File: config.mk
export PLATFORM = sky130hd
export DESIGN_NAME = serial_add_seq
export DESIGN_NICKNAME = d
export VERILOG_FILES = /design/src/rtl/serial_add_seq_pkg.sv /design/src/rtl/serial_add_seq_fa_cell.sv /design/src/rtl/serial_add_seq.sv
export SDC_FILE = /design/constraint.sdc
export NUM_CORES = 1
export LEC_CHECK = 0
export BUFFER_PORTS_ARGS = -buffer_cell sky130_fd_sc_hd__buf_4
export CORE_ASPECT_RATIO = 0.7
export CORE_UTILIZATION = 45
export DETAILED_ROUTE_END_ITERATION = 8
export GPL_ROUTABILITY_DRIVEN = 0
export GPL_TIMING_DRIVEN = 0
export PLACE_DENSITY = 0.79
export SYNTH_ARGS = -nofsm -noshare
export SYNTH_HDL_FRONTEND = slang
export SYNTH_SLANG_ARGS = --single-unit
File: constraint.sdc
create_clock -name clk -period 2.2 [get_ports clk]
set_input_delay 0.22 -clock clk [delete_from_list [all_inputs] [get_ports clk]]
set_output_delay 0.22 -clock clk [all_outputs]
set_load 0.005 [all_outputs]
File: src/rtl/serial_add_seq_pkg.sv
// Shared encodings and defaults for the bit-serial adder.
package serial_add_seq_pkg;

    localparam int WIDTH_DEFAULT = 8;

    typedef enum logic [1:0] {
        ST_IDLE  = 2'd0,
        ST_SHIFT = 2'd1,
        ST_DONE  = 2'd2
    } state_e;

endpackage

File: src/rtl/serial_add_seq_fa_cell.sv
// Single-bit full adder built from two half-adder stages and a carry OR.
module fa_cell (
    input  logic x,
    input  logic y,
    input  logic ci,
    output logic s,
    output logic co
);

    logic ha0_s;
    logic ha0_c;
    logic ha1_c;

    // First half adder combines the operand bits.
    assign ha0_s = x ^ y;
    assign ha0_c = x & y;

    // Second half adder folds in the carry; either stage can generate carry.
    assign s     = ha0_s ^ ci;
    assign ha1_c = ha0_s & ci;
    assign co    = ha0_c | ha1_c;

endmodule

File: src/rtl/serial_add_seq.sv
// Bit-serial adder: {cout,sum} = a + b + cin, LSB first, one shared full adder.
// Operands are shifted right so the active bit always sits at position 0;
// the result register fills from the MSB end and is copied to sum only when
// the last bit is produced, so partial results never appear on the outputs.
module serial_add_seq
    import serial_add_seq_pkg::*;
#(
    parameter int WIDTH = WIDTH_DEFAULT
) (
    input  logic             clk,
    input  logic             rst,
    input  logic             start,
    input  logic [WIDTH-1:0] a,
    input  logic [WIDTH-1:0] b,
    input  logic             cin,
    output logic             busy,
    output logic             done,
    output logic [WIDTH-1:0] sum,
    output logic             cout
);

    localparam int CW = $clog2(WIDTH + 1);

    state_e           state_q, state_d;
    logic [CW-1:0]    cnt_q, cnt_d;
    logic [WIDTH-1:0] a_q, a_d;
    logic [WIDTH-1:0] b_q, b_d;
    logic [WIDTH-1:0] res_q, res_d;
    logic [WIDTH-1:0] sum_q, sum_d;
    logic             carry_q, carry_d;
    logic             cout_q, cout_d;
    logic             fa_s;
    logic             fa_co;

    fa_cell u_fa (
        .x  (a_q[0]),
        .y  (b_q[0]),
        .ci (carry_q),
        .s  (fa_s),
        .co (fa_co)
    );

    // Next-state and datapath updates; everything holds unless the state acts.
    always_comb begin
        state_d = state_q;
        cnt_d   = cnt_q;
        a_d     = a_q;
        b_d     = b_q;
        res_d   = res_q;
        sum_d   = sum_q;
        carry_d = carry_q;
        cout_d  = cout_q;
        case (state_q)
            ST_IDLE: begin
                if (start) begin
                    a_d     = a;
                    b_d     = b;
                    carry_d = cin;
                    res_d   = '0;
                    cnt_d   = '0;
                    state_d = ST_SHIFT;
                end
            end
            ST_SHIFT: begin
                a_d     = a_q >> 1;
                b_d     = b_q >> 1;
                carry_d = fa_co;
                res_d   = (res_q >> 1) | (WIDTH'(fa_s) << (WIDTH - 1));
                cnt_d   = cnt_q + CW'(1);
                if (cnt_q == CW'(WIDTH - 1)) begin
                    sum_d   = res_d;
                    cout_d  = fa_co;
                    state_d = ST_DONE;
                end
            end
            ST_DONE: state_d = ST_IDLE;
            default: state_d = ST_IDLE;
        endcase
    end

    // State and datapath registers, cleared asynchronously by rst.
    always_ff @(posedge clk or posedge rst) begin
        if (rst) begin
            state_q <= ST_IDLE;
            cnt_q   <= '0;
            a_q     <= '0;
            b_q     <= '0;
            res_q   <= '0;
            sum_q   <= '0;
            carry_q <= 1'b0;
            cout_q  <= 1'b0;
        end else begin
            state_q <= state_d;
            cnt_q   <= cnt_d;
            a_q     <= a_d;
            b_q     <= b_d;
            res_q   <= res_d;
            sum_q   <= sum_d;
            carry_q <= carry_d;
            cout_q  <= cout_d;
        end
    end

    // Status decodes straight from the state register: mutually exclusive.
    assign busy = (state_q == ST_SHIFT);
    assign done = (state_q == ST_DONE);
    assign sum  = sum_q;
    assign cout = cout_q;

endmodule
==> results of run 1 <==
==> Yosys cell counts, types with 4 or more instances <==
cell,instances
a21oi_1,5
a22o_1,8
a22oi_1,12
a31oi_1,4
and2_1,5
clkbuf_1,8
dfrtp_1,39
inv_1,4
mux2_2,9
nand2_1,17
nor2b_1,6
o21ai_0,18
==> layout make-up <==
class / instances / area (um^2)
fillers: 302 / 1505
flip-flops and latches: 39 / 975.9
multi-input cells: 94 / 636.9
repair buffers: 29 / 217.7
clock buffers: 6 / 82.58
well taps: 50 / 62.56
plain buffers: 9 / 35.03
inverters: 4 / 15.01
clock inverters: 1 / 5.005
==> worst paths after layout <==
kind / start / end / slack (ns) / depth (start not counted)
max in group asynchronous: rst / b_q[2] / 1.62 / 2
max reg2reg: cnt_q[0] / sum[2] / 0.54 / 4
min in group clk: b[7] / b_q[7] / 0.18 / 2
min: rst / sum[5] / 0.08 / 2
max: state_q[1] / busy / 0.39 / 4
min reg2reg: b_q[6] / b_q[6] / 0.48 / 2
==> through the flow <==
stage               hold WS [ns]  setup slack [ns]  instances
detailed placement        0.4309            0.5554        225
CTS                       0.1162            0.3575        232
finish                   0.08001            0.3851        232
floorplan                 0.3897            0.7817        146
global route              0.1710            0.2565        232
global placement          0.4564            0.6044        225
==> metal layers <==
| metal | up-vias | GRT usage (%) | part of all wire, % |
|---|---|---|---|
| met1 | 601 | 28.40 | 44 |
| met5 | - | 0 | 0 |
| met2 | 34 | 31.08 | 48 |
| li1 | 589 | - | - |
| met3 | 6 | 7.238 | 7.0 |
| met4 | 0 | 6.289 | 1.4 |
==> state kept, by name, indices dropped and copies added (netlist names) <==
name and flops:
a_q 8, res_q 7, cnt_q 4, sum 8, cout 1, state_q 2
carry_q 1, b_q 8
==> cells by family after synthesis <==
family	count (synthesis)	synth area share, %
compound gates	50	19.79
fa+ha+maj	2	1.956
buf+inv	13	3.009
flops	39	58.69
mux	9	6.095
simple gates	33	10.46
==> power by group through the flow <==
stage               sequential (uW)  combinational, uW  clock (uW)
floorplan                      1170                637           0
global route                   1240               1070         521
global placement               1190                913           0
CTS                            1200                963         487
finish                         1200                952         481
detailed placement             1210                956           0
==> metrics.json, run 1 <==
{
  "tritoncts": "done",
  "finalWorstPathRequiredPeriod_ns": 1.815,
  "syn-num-nets": 168,
  "worst-path-buf-inv": 3,
  "mostFrequentLayoutCells": "dfrtp_1 (39), buf_4 (29), o21ai_0 (18), nand2_1 (17), a22oi_1 (12)",
  "clockPowerShare_pct": 18.3,
  "power_density_mw_per_mm2": 1295,
  "gr-total-overflow": 0,
  "synth_edf_count": 0,
  "syn-instance-count": 146,
  "clk-insertion-delay-late_ns": 0.29,
  "grt_util_all_layers_pct": 20.78,
  "floorplan.initialDensity_pct": 47.03,
  "dpl-instance-area_mm2": 0.001943,
  "tightest_slew_ns": 0.7818,
  "cts_buffers": 5,
  "post_cts_buffers": 0,
  "design.portCount": 31,
  "timing.critical_path.required_ns": 1.98,
  "areaGrowthSynthToFinish_pct": 22.12,
  "detail_route.wirelength_mm": 3.340,
  "path_max_fanout": 10,
  "synthDominantAreaCellType": "dfrtp_1",
  "power_uw": 2630,
  "final_non_filler_cell_area_mm2": 0.002031,
  "die_height_um": 52.86,
  "synth-async-reset-ratio_pct": 100.0,
  "vias": 1230,
  "slowest_stage": "dfrtp_1",
  "p_int_uw": 1714,
  "finish.utilization_pct": 57.43,
  "grt_start_max_net_pins": 40,
  "antenna_cells": 0,
  "seq_power_share_pct": 45.5,
  "final_min_period_over_clock_period_pct": 82.50,
  "avgRoutedWirePerCell_um": 14.40,
  "combinationalPowerShare_pct": 36.2,
  "timing.max_slew.rel_slack_pct": 47.81,
  "status": "complete, but fails checks",
  "finalNetCount": 204,
  "most_common_library_cell_in_the_layout_ignoring_fill_and_taps": "dfrtp_1",
  "floorplan.rows": 18,
  "p_sw_share_pct": 34.85,
  "ir_drop_worst_case_vdd_mv": 0.5910,
  "holdCritPathClass": "primary input to asynchronous set/reset pin",
  "antenna_left": 0,
  "floorplan.die_area_mm2": 0.003946,
  "setup.worst_path.end_class": "output port",
  "clkTransAtPathRegs_ns": 0.07,
  "die_width_um": 74.66,
  "vias_per_cell": 5.302,
  "post_synth_main_area_contributors": "dfrtp_1 (59%), mux2_2 (6.1%), o21ai_0 (5.4%)",
  "drt_iter0_markers": 140,
  "synth_top_flop_cell": "dfrtp_1",
  "failed_checks": "design-rule violations",
  "setup_tns_ns": 0,
  "cp_slowest_stage_delay_ns": 0.39,
  "vias_in_the_first_global_route": 1225,
  "setup.worst_path.class": "flip-flop to output port",
  "timing.max_cap.violations": 0,
  "initial_antenna_violation_count": 0,
  "ys_ff_latch": 39,
  "clock_tree.htree_level_count": 2,
  "arrival_ns": 1.59,
  "post-dp-hpwl_mm": 2.370,
  "drive_above_1_share_pct": 27.47,
  "power.static_leakage_uw": 0.0009384,
  "critPathLaunchType": "flip-flop",
  "p_sw_uw": 916.6,
  "fin_worst_skew_ns": 0.006367,
  "core_mm2": 0.003536,
  "cts-resized-gates": 0,
  "synthesis.area_per_instance_um2": 11.39,
  "synth-seq-area-share_pct": 58.69,
  "yosys.area.top_type_share_pct": 58.69,
  "timing.critical_path.cells": "nand2b_2 > inv_1 > clkbuf_1 > buf_4",
  "grt_pass1_wl_mm": 5.851,
  "crit_family": "buffers and inverters",
  "postCtsHoldBufs": 0,
  "final_max_slew_viol_count": 0,
  "synth.distinct_cells": 23,
  "cts_sinks": 39,
  "achievable-frequency_mhz": 551.0,
  "clockBufferDepth": 2,
  "rsz_0062_raised_after_global_routing": "no",
  "post_synth_instance_area_mm2": 0.001663,
  "timing.final.hold_violations": 0,
  "first_pass_iters": 6,
  "drt_drc_violations_left": 1,
  "setup_viol_count_final": 0,
  "buffer_ports.inserted": 29,
  "cts-root-buf": "clkbuf_8",
  "total_number_of_yosys_warnings": 0
}
Power figures use the tool's default switching activity.
==> run 2, diff against run 1 <==
==> constraint.sdc (replaced) <==
create_clock -name clk -period 1.9 [get_ports clk]
set_input_delay 0.19 -clock clk [delete_from_list [all_inputs] [get_ports clk]]
set_output_delay 0.19 -clock clk [all_outputs]
set_load 0.005 [all_outputs]
==> run 2 against run 1 <==
  * The run still ends with design-rule violations left
  * Final area fell by 0.19%
  * Hold slack got worse by 0.032 ns
  * Register-to-register slack got worse by 0.30 ns
  * Sequential cell count did not move
  * Largest cell class unchanged
  * Power rose by 15%
  * Global-route usage did not move
  * Routed wire length fell by 0.78%
  * Largest power group unchanged
  * Cell count fell by 0.43%
  * Sequential share of layout area rose by 0.089 points
  * Non-clock buffer count fell by 1
  * Clock power rose by 15%
==> metrics.json, run 2 (synthesized netlist as in run 1, its figures left out) <==
{
  "floorplan.die_area": {"value": 0.003946, "unit": "mm^2", "change": "unchanged"},
  "vias_per_cell": {"value": 5.359, "change": "+1.1%"},
  "cts-root-buf": "clkbuf_8",
  "finalWorstPathRequiredPeriod_ns": 1.660,
  "holdCritPathClass": "primary input to asynchronous set/reset pin",
  "timing.max_slew.rel_slack": {"value": 47.82, "unit": "%", "change": "about the same"},
  "first_pass_iters": {"value": 6, "change": "unchanged"},
  "grt_busiest_layer": "met2",
  "antenna_cells": {"value": 0, "change": "unchanged"},
  "post-dp-hpwl": {"value": 2.370, "unit": "mm", "change": "unchanged"},
  "cts-resized-gates": {"value": 0, "change": "unchanged"},
  "clock_tree.htree_level_count": {"value": 2, "change": "unchanged"},
  "slowest_stage": "nor3_4",
  "cp_slowest_stage_delay": {"value": 0.43, "unit": "ns", "change": "+0.04 ns"},
  "gr-total-overflow": {"value": 0, "change": "unchanged"},
  "timing.max_cap.violations": {"value": 0, "change": "unchanged"},
  "setup.worst_path.end_class": "flip-flop",
  "ir_drop_worst_case_vdd": {"value": 0.6841, "unit": "mV", "change": "+16%"},
  "grt_start_max_net_pins": {"value": 40, "change": "unchanged"},
  "clockBufferDepth": {"value": 2, "change": "unchanged"},
  "critPathLaunchType": "flip-flop",
  "antenna_left": {"value": 0, "change": "unchanged"},
  "clk-insertion-delay-late": {"value": 0.29, "unit": "ns", "change": "about the same"},
  "timing.final.hold_violations": {"value": 0, "change": "unchanged"},
  "power.static_leakage": {"value": 0.0009373, "unit": "uW", "change": "-0.13%"},
  "design.portCount": {"value": 31, "change": "unchanged"},
  "power_density": {"value": 1497, "unit": "mW/mm^2", "change": "+16%"},
  "avgRoutedWirePerCell": {"value": 14.35, "unit": "um", "change": "-0.35%"},
  "cts_sinks": {"value": 39, "change": "unchanged"},
  "setup_tns": {"value": 0, "unit": "ns", "change": "unchanged"},
  "arrival": {"value": 1.83, "unit": "ns", "change": "+0.24 ns"},
  "status": "complete, but fails checks",
  "crit_family": "simple AND/OR/NAND/NOR gates",
  "final_max_slew_viol_count": {"value": 0, "change": "unchanged"},
  "die_height": {"value": 52.86, "unit": "um", "change": "unchanged"},
  "drt_drc_violations_left": {"value": 1, "change": "unchanged"},
  "clkTransAtPathRegs": {"value": 0.07, "unit": "ns", "change": "about the same"},
  "tightest_slew": {"value": 0.7815, "unit": "ns", "change": "-0.0002704 ns"},
  "failed_checks": "design-rule violations",
  "floorplan.initialDensity": {"value": 47.03, "unit": "%", "change": "unchanged"},
  "holdWs": {"value": 0.04792, "unit": "ns", "change": "-0.03209 ns"},
  "most_common_library_cell_in_the_layout_ignoring_fill_and_taps": "dfrtp_1",
  "p_sw": {"value": 1056, "unit": "uW", "change": "+15%"},
  "finalNetCount": {"value": 203, "change": "-0.49%"},
  "path_max_fanout": {"value": 10, "change": "unchanged"},
  "combinationalPowerShare": {"value": 36.0, "unit": "%", "change": "-0.2 points"},
  "worst-path-buf-inv": {"value": 0, "change": "-3"},
  "timing.critical_path.cells": "ha_1 > nand2_1 > nor3_4 > mux2_2",
  "setup.worst_path.class": "flip-flop to flip-flop",
  "mostFrequentLayoutCells": "dfrtp_1 (39), buf_4 (29), o21ai_0 (18), nand2_1 (17), a22oi_1 (12)",
  "gr-usage-met2": {"value": 31.08, "unit": "%", "change": "unchanged"},
  "postCtsHoldBufs": {"value": 0, "change": "unchanged"},
  "grt_pass1_wl": {"value": 5.851, "unit": "mm", "change": "unchanged"},
  "drt_iter0_markers": {"value": 117, "change": "-16%"},
  "initial_antenna_violation_count": {"value": 0, "change": "unchanged"},
  "clockPowerShare": {"value": 18.3, "unit": "%", "change": "about the same"},
  "tritoncts": "done",
  "p_sw_share": {"value": 34.80, "unit": "%", "change": "-0.054 points"},
  "p_int": {"value": 1979, "unit": "uW", "change": "+15%"},
  "groute.layer.met1.usage": {"value": 28.40, "unit": "%", "change": "unchanged"},
  "setup_viol_count_final": {"value": 0, "change": "unchanged"},
  "achievable-frequency_mhz": 602.4,
  "drive_above_1_share": {"value": 27.62, "unit": "%", "change": "+0.15 points"},
  "fin_worst_skew": {"value": 0.004575, "unit": "ns", "change": "-0.001791 ns"},
  "vias": {"value": 1238, "change": "+0.65%"},
  "seq_power_share": {"value": 45.7, "unit": "%", "change": "+0.2 points"},
  "core": {"value": 0.003536, "unit": "mm^2", "change": "unchanged"},
  "rsz_0062_raised_after_global_routing": "no",
  "cts_buffers": {"value": 5, "change": "unchanged"},
  "floorplan.rows": {"value": 18, "change": "unchanged"},
  "buffer_ports.inserted": {"value": 29, "change": "unchanged"},
  "detail_route.wirelength": {"value": 3.314, "unit": "mm", "change": "-0.78%"},
  "vias_in_the_first_global_route": {"value": 1225, "change": "unchanged"},
  "timing.critical_path.required": {"value": 2.07, "unit": "ns", "change": "+0.09 ns"},
  "gr-usage-met3": {"value": 7.238, "unit": "%", "change": "unchanged"},
  "final_min_period_over_clock_period_pct": 87.37,
  "die_width": {"value": 74.66, "unit": "um", "change": "unchanged"},
  "areaGrowthSynthToFinish_pct": 21.90,
  "grt_util_all_layers": {"value": 20.78, "unit": "%", "change": "unchanged"}
}
==> run 2: cell count changes in the layout (fill, tap and decap cells not counted), sizes merged <==
cell,previous run,this run
clkbuf,14,13
==> run 2: per-layer routing <==
layer	share of wire [%]	wire, um	vias up
met2	48	1577	31
met3	4.9	163	6
li1	-	-	588
met5	0	0	-
met1	46	1525	613
met4	1.4	47	0
==> run 2: area by class of cell <==
cell class | instances | area (um^2)
repair buffers | 29 | 217.7
flip-flops and latches | 39 | 975.9
inverters | 4 | 15.01
plain buffers | 8 | 31.28
clock buffers | 6 | 82.58
well taps | 50 | 62.56
clock inverters | 1 | 5.005
multi-input cells | 94 | 636.9
fillers | 303 | 1509
==> run 2: path summary, 6_finish.rpt <==
path	depth (start not counted)	slack, ns	to	from
worst max-delay path	4	0.24	sum[2]	cnt_q[0]
worst min-delay path	2	0.05	sum[5]	rst
worst max register to register	4	0.24	sum[2]	cnt_q[0]
worst min register to register	2	0.48	b_q[6]	b_q[6]
max in group asynchronous	2	1.35	b_q[5]	rst
min in group clk	2	0.15	b_q[7]	b[7]
==> run 2: stage by stage <==
| stage | worst slack, ns | util [%] | total power (uW) | instance area (um^2) | instances |
|---|---|---|---|---|---|
| CTS | 0.08751 | 57.43 | 3065 | 2031 | 232 |
| finish | 0.2400 | 57.32 | 3035 | 2027 | 231 |
| global route | 0.1076 | 57.32 | 3275 | 2027 | 231 |
| detailed placement | 0.2554 | 54.95 | 2512 | 1943 | 225 |
| floorplan | 0.4817 | - | 2090 | 1663 | 146 |
| global placement | 0.3044 | 54.95 | 2433 | 1943 | 225 |
==> run 2: power by group through the flow <==
stage | sequential [uW] | combinational (uW) | clock [uW]
6_report | 1390 | 1090 | 555
5_1_grt | 1440 | 1230 | 603
4_1_cts | 1390 | 1110 | 563
3_5_place_dp | 1400 | 1110 | 0
3_3_place_gp | 1380 | 1060 | 0
2_1_floorplan | 1350 | 737 | 0
==> run 2: what timing repair did <==
action                                  4_1_cts  5_1_grt
hold endpoints to repair                      0        0
endpoints found under the setup margin        0        1
setup buffers                                 0        0
==> run 3, diff against run 2 <==
--- a/config.mk
+++ b/config.mk
@@ -5,12 +5,13 @@
 export SDC_FILE = /design/constraint.sdc
 export NUM_CORES = 1
 export LEC_CHECK = 0
+export ABC_AREA = 1
 export BUFFER_PORTS_ARGS = -buffer_cell sky130_fd_sc_hd__buf_4
 export CORE_ASPECT_RATIO = 0.7
 export CORE_UTILIZATION = 45
 export DETAILED_ROUTE_END_ITERATION = 8
 export GPL_ROUTABILITY_DRIVEN = 0
-export GPL_TIMING_DRIVEN = 0
+export GPL_TIMING_DRIVEN = 1
 export PLACE_DENSITY = 0.79
 export SYNTH_ARGS = -nofsm -noshare
 export SYNTH_HDL_FRONTEND = slang
==> run 3 against run 2 <==
  * The flow now finishes without violations
  * Critical endpoint is now busy
  * Highest routed layer unchanged
  * Count of clock-buffer cells in the layout rose by 1
  * Register-to-register slack improved by 0.20 ns
  * Synthesized area rose by 2.3%
  * Via count rose by 12%
==> metrics.json, run 3 <==
{
  "vias_in_the_first_global_route": {"value": 1348, "change": "+10%"},
  "cts_buffers": {"value": 5, "change": "unchanged"},
  "p_sw_share": {"value": 37.74, "unit": "%", "change": "+2.9 points"},
  "most_common_library_cell_in_the_layout_ignoring_fill_and_taps": "nand2_1",
  "initial_antenna_violation_count": {"value": 0, "change": "unchanged"},
  "post_cts_buffers": {"value": 0, "change": "unchanged"},
  "clockBufferDepth": {"value": 2, "change": "unchanged"},
  "yosys.area.top_type_share": {"value": 57.35, "unit": "%", "change": "-1.3 points"},
  "path_max_fanout": {"value": 23, "change": "+13"},
  "arrival": {"value": 1.31, "unit": "ns", "change": "-0.52 ns"},
  "power_density": {"value": 1511, "unit": "mW/mm^2", "change": "+0.91%"},
  "layout.area.seq": {"value": 975.9, "unit": "um^2", "change": "unchanged"},
  "post_synth_fa_ha_maj_area_fraction": {"value": 1.912, "unit": "%", "change": "-0.045 points"},
  "clock_tree.htree_level_count": {"value": 2, "change": "unchanged"},
  "areaGrowthSynthToFinish_pct": 19.04,
  "floorplan.die_area": {"value": 0.004035, "unit": "mm^2", "change": "+2.3%"},
  "final_max_slew_viol_count": {"value": 0, "change": "unchanged"},
  "grt_start_max_net_pins": {"value": 40, "change": "unchanged"},
  "yosys-top-cells-count": "nand2_1 (62), nand3_1 (48), dfrtp_1 (39)",
  "tightest_slew": {"value": 0.4785, "unit": "ns", "change": "-0.3030 ns"},
  "synth_edf_count": {"value": 0, "change": "unchanged"},
  "synth-async-reset-ratio": {"value": 100.0, "unit": "%", "change": "unchanged"},
  "grt_util_all_layers": {"value": 20.44, "unit": "%", "change": "-0.34 points"},
  "power.static_leakage": {"value": 0.001046, "unit": "uW", "change": "+12%"},
  "p_sw": {"value": 1155, "unit": "uW", "change": "+9.4%"},
  "first_pass_iters": {"value": 7, "change": "+1"},
  "placed_cells_incl_taps": {"value": 263, "change": "+17%"},
  "timing.max_cap.violations": {"value": 0, "change": "unchanged"},
  "synthDominantAreaCellType": "dfrtp_1",
  "setup_tns": {"value": 0, "unit": "ns", "change": "unchanged"},
  "finalNetCount": {"value": 242, "change": "+19%"},
  "synth-xor-area-share": {"value": 0, "unit": "%", "change": "unchanged"},
  "syn-num-nets": {"value": 211, "change": "+26%"},
  "total_number_of_yosys_warnings": {"value": 0, "change": "unchanged"},
  "mostFrequentLayoutCells": "nand2_1 (62), nand3_1 (48), dfrtp_1 (39), buf_4 (34), inv_1 (8)",
  "vias_per_cell": {"value": 5.114, "change": "-4.6%"},
  "power": {"value": 3061, "unit": "uW", "change": "+0.85%"},
  "holdCritPathClass": "primary input to asynchronous set/reset pin",
  "fin_worst_skew": {"value": 0.006298, "unit": "ns", "change": "+0.001723 ns"},
  "floorplan.initialDensity": {"value": 47.82, "unit": "%", "change": "+0.79 points"},
  "core": {"value": 0.003558, "unit": "mm^2", "change": "+0.64%"},
  "ys_ff_latch": {"value": 39, "change": "unchanged"},
  "finalWorstPathRequiredPeriod": {"value": 1.500, "unit": "ns", "change": "-0.1602 ns"},
  "p_int": {"value": 1906, "unit": "uW", "change": "-3.7%"},
  "cts-resized-gates": {"value": 0, "change": "unchanged"},
  "status": "finished, final reports clean",
  "timing.critical_path.required": {"value": 1.71, "unit": "ns", "change": "-0.36 ns"},
  "postCtsHoldBufs": {"value": 0, "change": "unchanged"},
  "seq_power_share": {"value": 46.2, "unit": "%", "change": "+0.5 points"},
  "die_width": {"value": 75.50, "unit": "um", "change": "+1.1%"},
  "fillerInstances": {"value": 348, "change": "+15%"},
  "main_combinational_cell_family_by_area_after_synthesis": "simple AND/OR/NAND/NOR gates",
  "die_height": {"value": 53.45, "unit": "um", "change": "+1.1%"},
  "setup_viol_count_final": {"value": 0, "change": "unchanged"},
  "drt_iter0_markers": {"value": 115, "change": "-1.7%"},
  "setup.worst_path.end_class": "output port",
  "grt_pass1_wl": {"value": 5.899, "unit": "mm", "change": "+0.82%"},
  "achievable-frequency": {"value": 666.8, "unit": "MHz", "change": "+11%"},
  "area_of_the_multi_input_gates": {"value": 613.1, "unit": "um^2", "change": "-3.7%"},
  "cts_sinks": {"value": 39, "change": "unchanged"},
  "post-dp-hpwl": {"value": 2.361, "unit": "mm", "change": "-0.42%"},
  "vias": {"value": 1386, "change": "+12%"},
  "rsz_0062_raised_after_global_routing": "no",
  "post_synth_main_area_contributors": "dfrtp_1 (57%), nand3_1 (14%), nand2_1 (14%)",
  "synthMuxAreaShare": {"value": 0, "unit": "%", "change": "-6.1 points"},
  "area_fraction_in_compound_gates_after_synthesis": {"value": 3.309, "unit": "%", "change": "-16 points"},
  "syn-instance-count": {"value": 189, "change": "+29%"},
  "holdWs": {"value": 0.01729, "unit": "ns", "change": "-0.03064 ns"},
  "buffer_ports.inserted": {"value": 30, "change": "+3.4%"},
  "synthesis.area_per_instance": {"value": 9.003, "unit": "um^2", "change": "-21%"},
  "post_synth_instance_area": {"value": 0.001702, "unit": "mm^2", "change": "+2.3%"},
  "clk-insertion-delay-late": {"value": 0.28, "unit": "ns", "change": "about the same"},
  "tritoncts": "done",
  "synth-simple-area-share": {"value": 30.81, "unit": "%", "change": "+20 points"},
  "synth.distinct_cells": {"value": 18, "change": "-22%"},
  "avgRoutedWirePerCell": {"value": 12.97, "unit": "um", "change": "-9.6%"},
  "antenna_left": {"value": 0, "change": "unchanged"},
  "critPathLaunchType": "flip-flop",
  "timing.final.hold_violations": {"value": 0, "change": "unchanged"},
  "synth_top_flop_cell": "dfrtp_1",
  "clockPowerShare": {"value": 17.2, "unit": "%", "change": "-1.1 points"},
  "detail_route.wirelength": {"value": 3.515, "unit": "mm", "change": "+6.1%"},
  "drt_drc_violations_left": {"value": 0, "change": "-1"},
  "final_min_period_over_clock_period": {"value": 78.94, "unit": "%", "change": "-8.4 points"},
  "synth_most_common_cell": "nand2_1",
  "design.portCount": {"value": 31, "change": "unchanged"},
  "floorplan.rows": {"value": 18, "change": "unchanged"},
  "ir_drop_worst_case_vdd": {"value": 0.6008, "unit": "mV", "change": "-12%"},
  "final_cells": {"value": 271, "change": "+17%"},
  "cts-root-buf": "clkbuf_8",
  "combinationalPowerShare": {"value": 36.6, "unit": "%", "change": "+0.6 points"},
  "clkTransAtPathRegs": {"value": 0.07, "unit": "ns", "change": "about the same"},
  "synth-seq-area-share": {"value": 57.35, "unit": "%", "change": "-1.3 points"},
  "drive_above_1_share": {"value": 21.27, "unit": "%", "change": "-6.4 points"},
  "setup.worst_path.class": "flip-flop to output port",
  "timing.max_slew.rel_slack": {"value": 67.99, "unit": "%", "change": "+20 points"},
  "antenna_cells": {"value": 0, "change": "unchanged"},
  "gr-total-overflow": {"value": 0, "change": "unchanged"}
}
==> run 3: cell count changes after synthesis, moves of 8 or more <==
cell and change:
nand3_1 +47, nand2_1 +45, o21ai_0 -15, a22oi_1 -12, mux2_2 -9, a22o_1 -8
clkbuf_1 -8
==> run 3: cells by family after synthesis <==
logic type               Yosys count
AO/OA/AOI/OAI                      9
AND/OR/NAND/NOR                  119
adder cells (fa/ha/maj)            2
buffers and inverters             20
flip-flops                        39
==> run 3: layout make-up <==
cell class / count / share of cell area (%)
clock buffers: 7 / 3.768
multi-input cells: 130 / 30.27
well taps: 50 / 3.088
inverters: 10 / 1.853
clock inverters: 1 / 0.2471
flip-flops and latches: 39 / 48.18
repair buffers: 34 / 12.60
==> run 3: final timing paths <==
kind / from / end / slack, ns / cells after the start
min in group clk: a[1] / a_q[1] / 0.11 / 3
min reg2reg: sum[1] / sum[1] / 0.48 / 2
min: rst / a_q[4] / 0.02 / 3
max reg2reg: state_q[1] / b_q[5] / 0.44 / 5
max in group asynchronous: rst / b_q[4] / 1.54 / 3
max: state_q[0] / busy / 0.40 / 3
==> run 3: worst max-delay path, cell delays in order, from the launching register on <==
cell     delay (ns)
dfrtp_1        0.43
nand2_2        0.09
inv_2          0.31
buf_4          0.19
==> run 3: power groups by stage <==
stage	combinational, uW	clock [uW]	sequential (uW)
2_1_floorplan	818	0	1380
3_5_place_dp	1120	0	1430
6_report	1120	526	1420
4_1_cts	1130	546	1410
5_1_grt	1290	576	1460
3_3_place_gp	1070	0	1410
==> run 3: per-stage QoR <==
stage | worst slack (ns) | cell area (um^2) | utilization (%)
floorplan | 0.7801 | 1702 | -
global placement | 0.5258 | 1944 | 54.64
global route | 0.2743 | 2026 | 56.93
finish | 0.4002 | 2026 | 56.93
CTS | 0.3993 | 2026 | 56.93
detailed placement | 0.4682 | 1944 | 54.64
==> run 3: per-layer routing <==
layer | vias to the layer above | GRT usage (%) | wire length (um)
met1 | 653 | 28.36 | 1736
li1 | 678 | - | -
met5 | - | 0 | 0
met2 | 51 | 31.40 | 1508
met4 | 0 | 6.481 | 34
met3 | 4 | 5.143 | 236
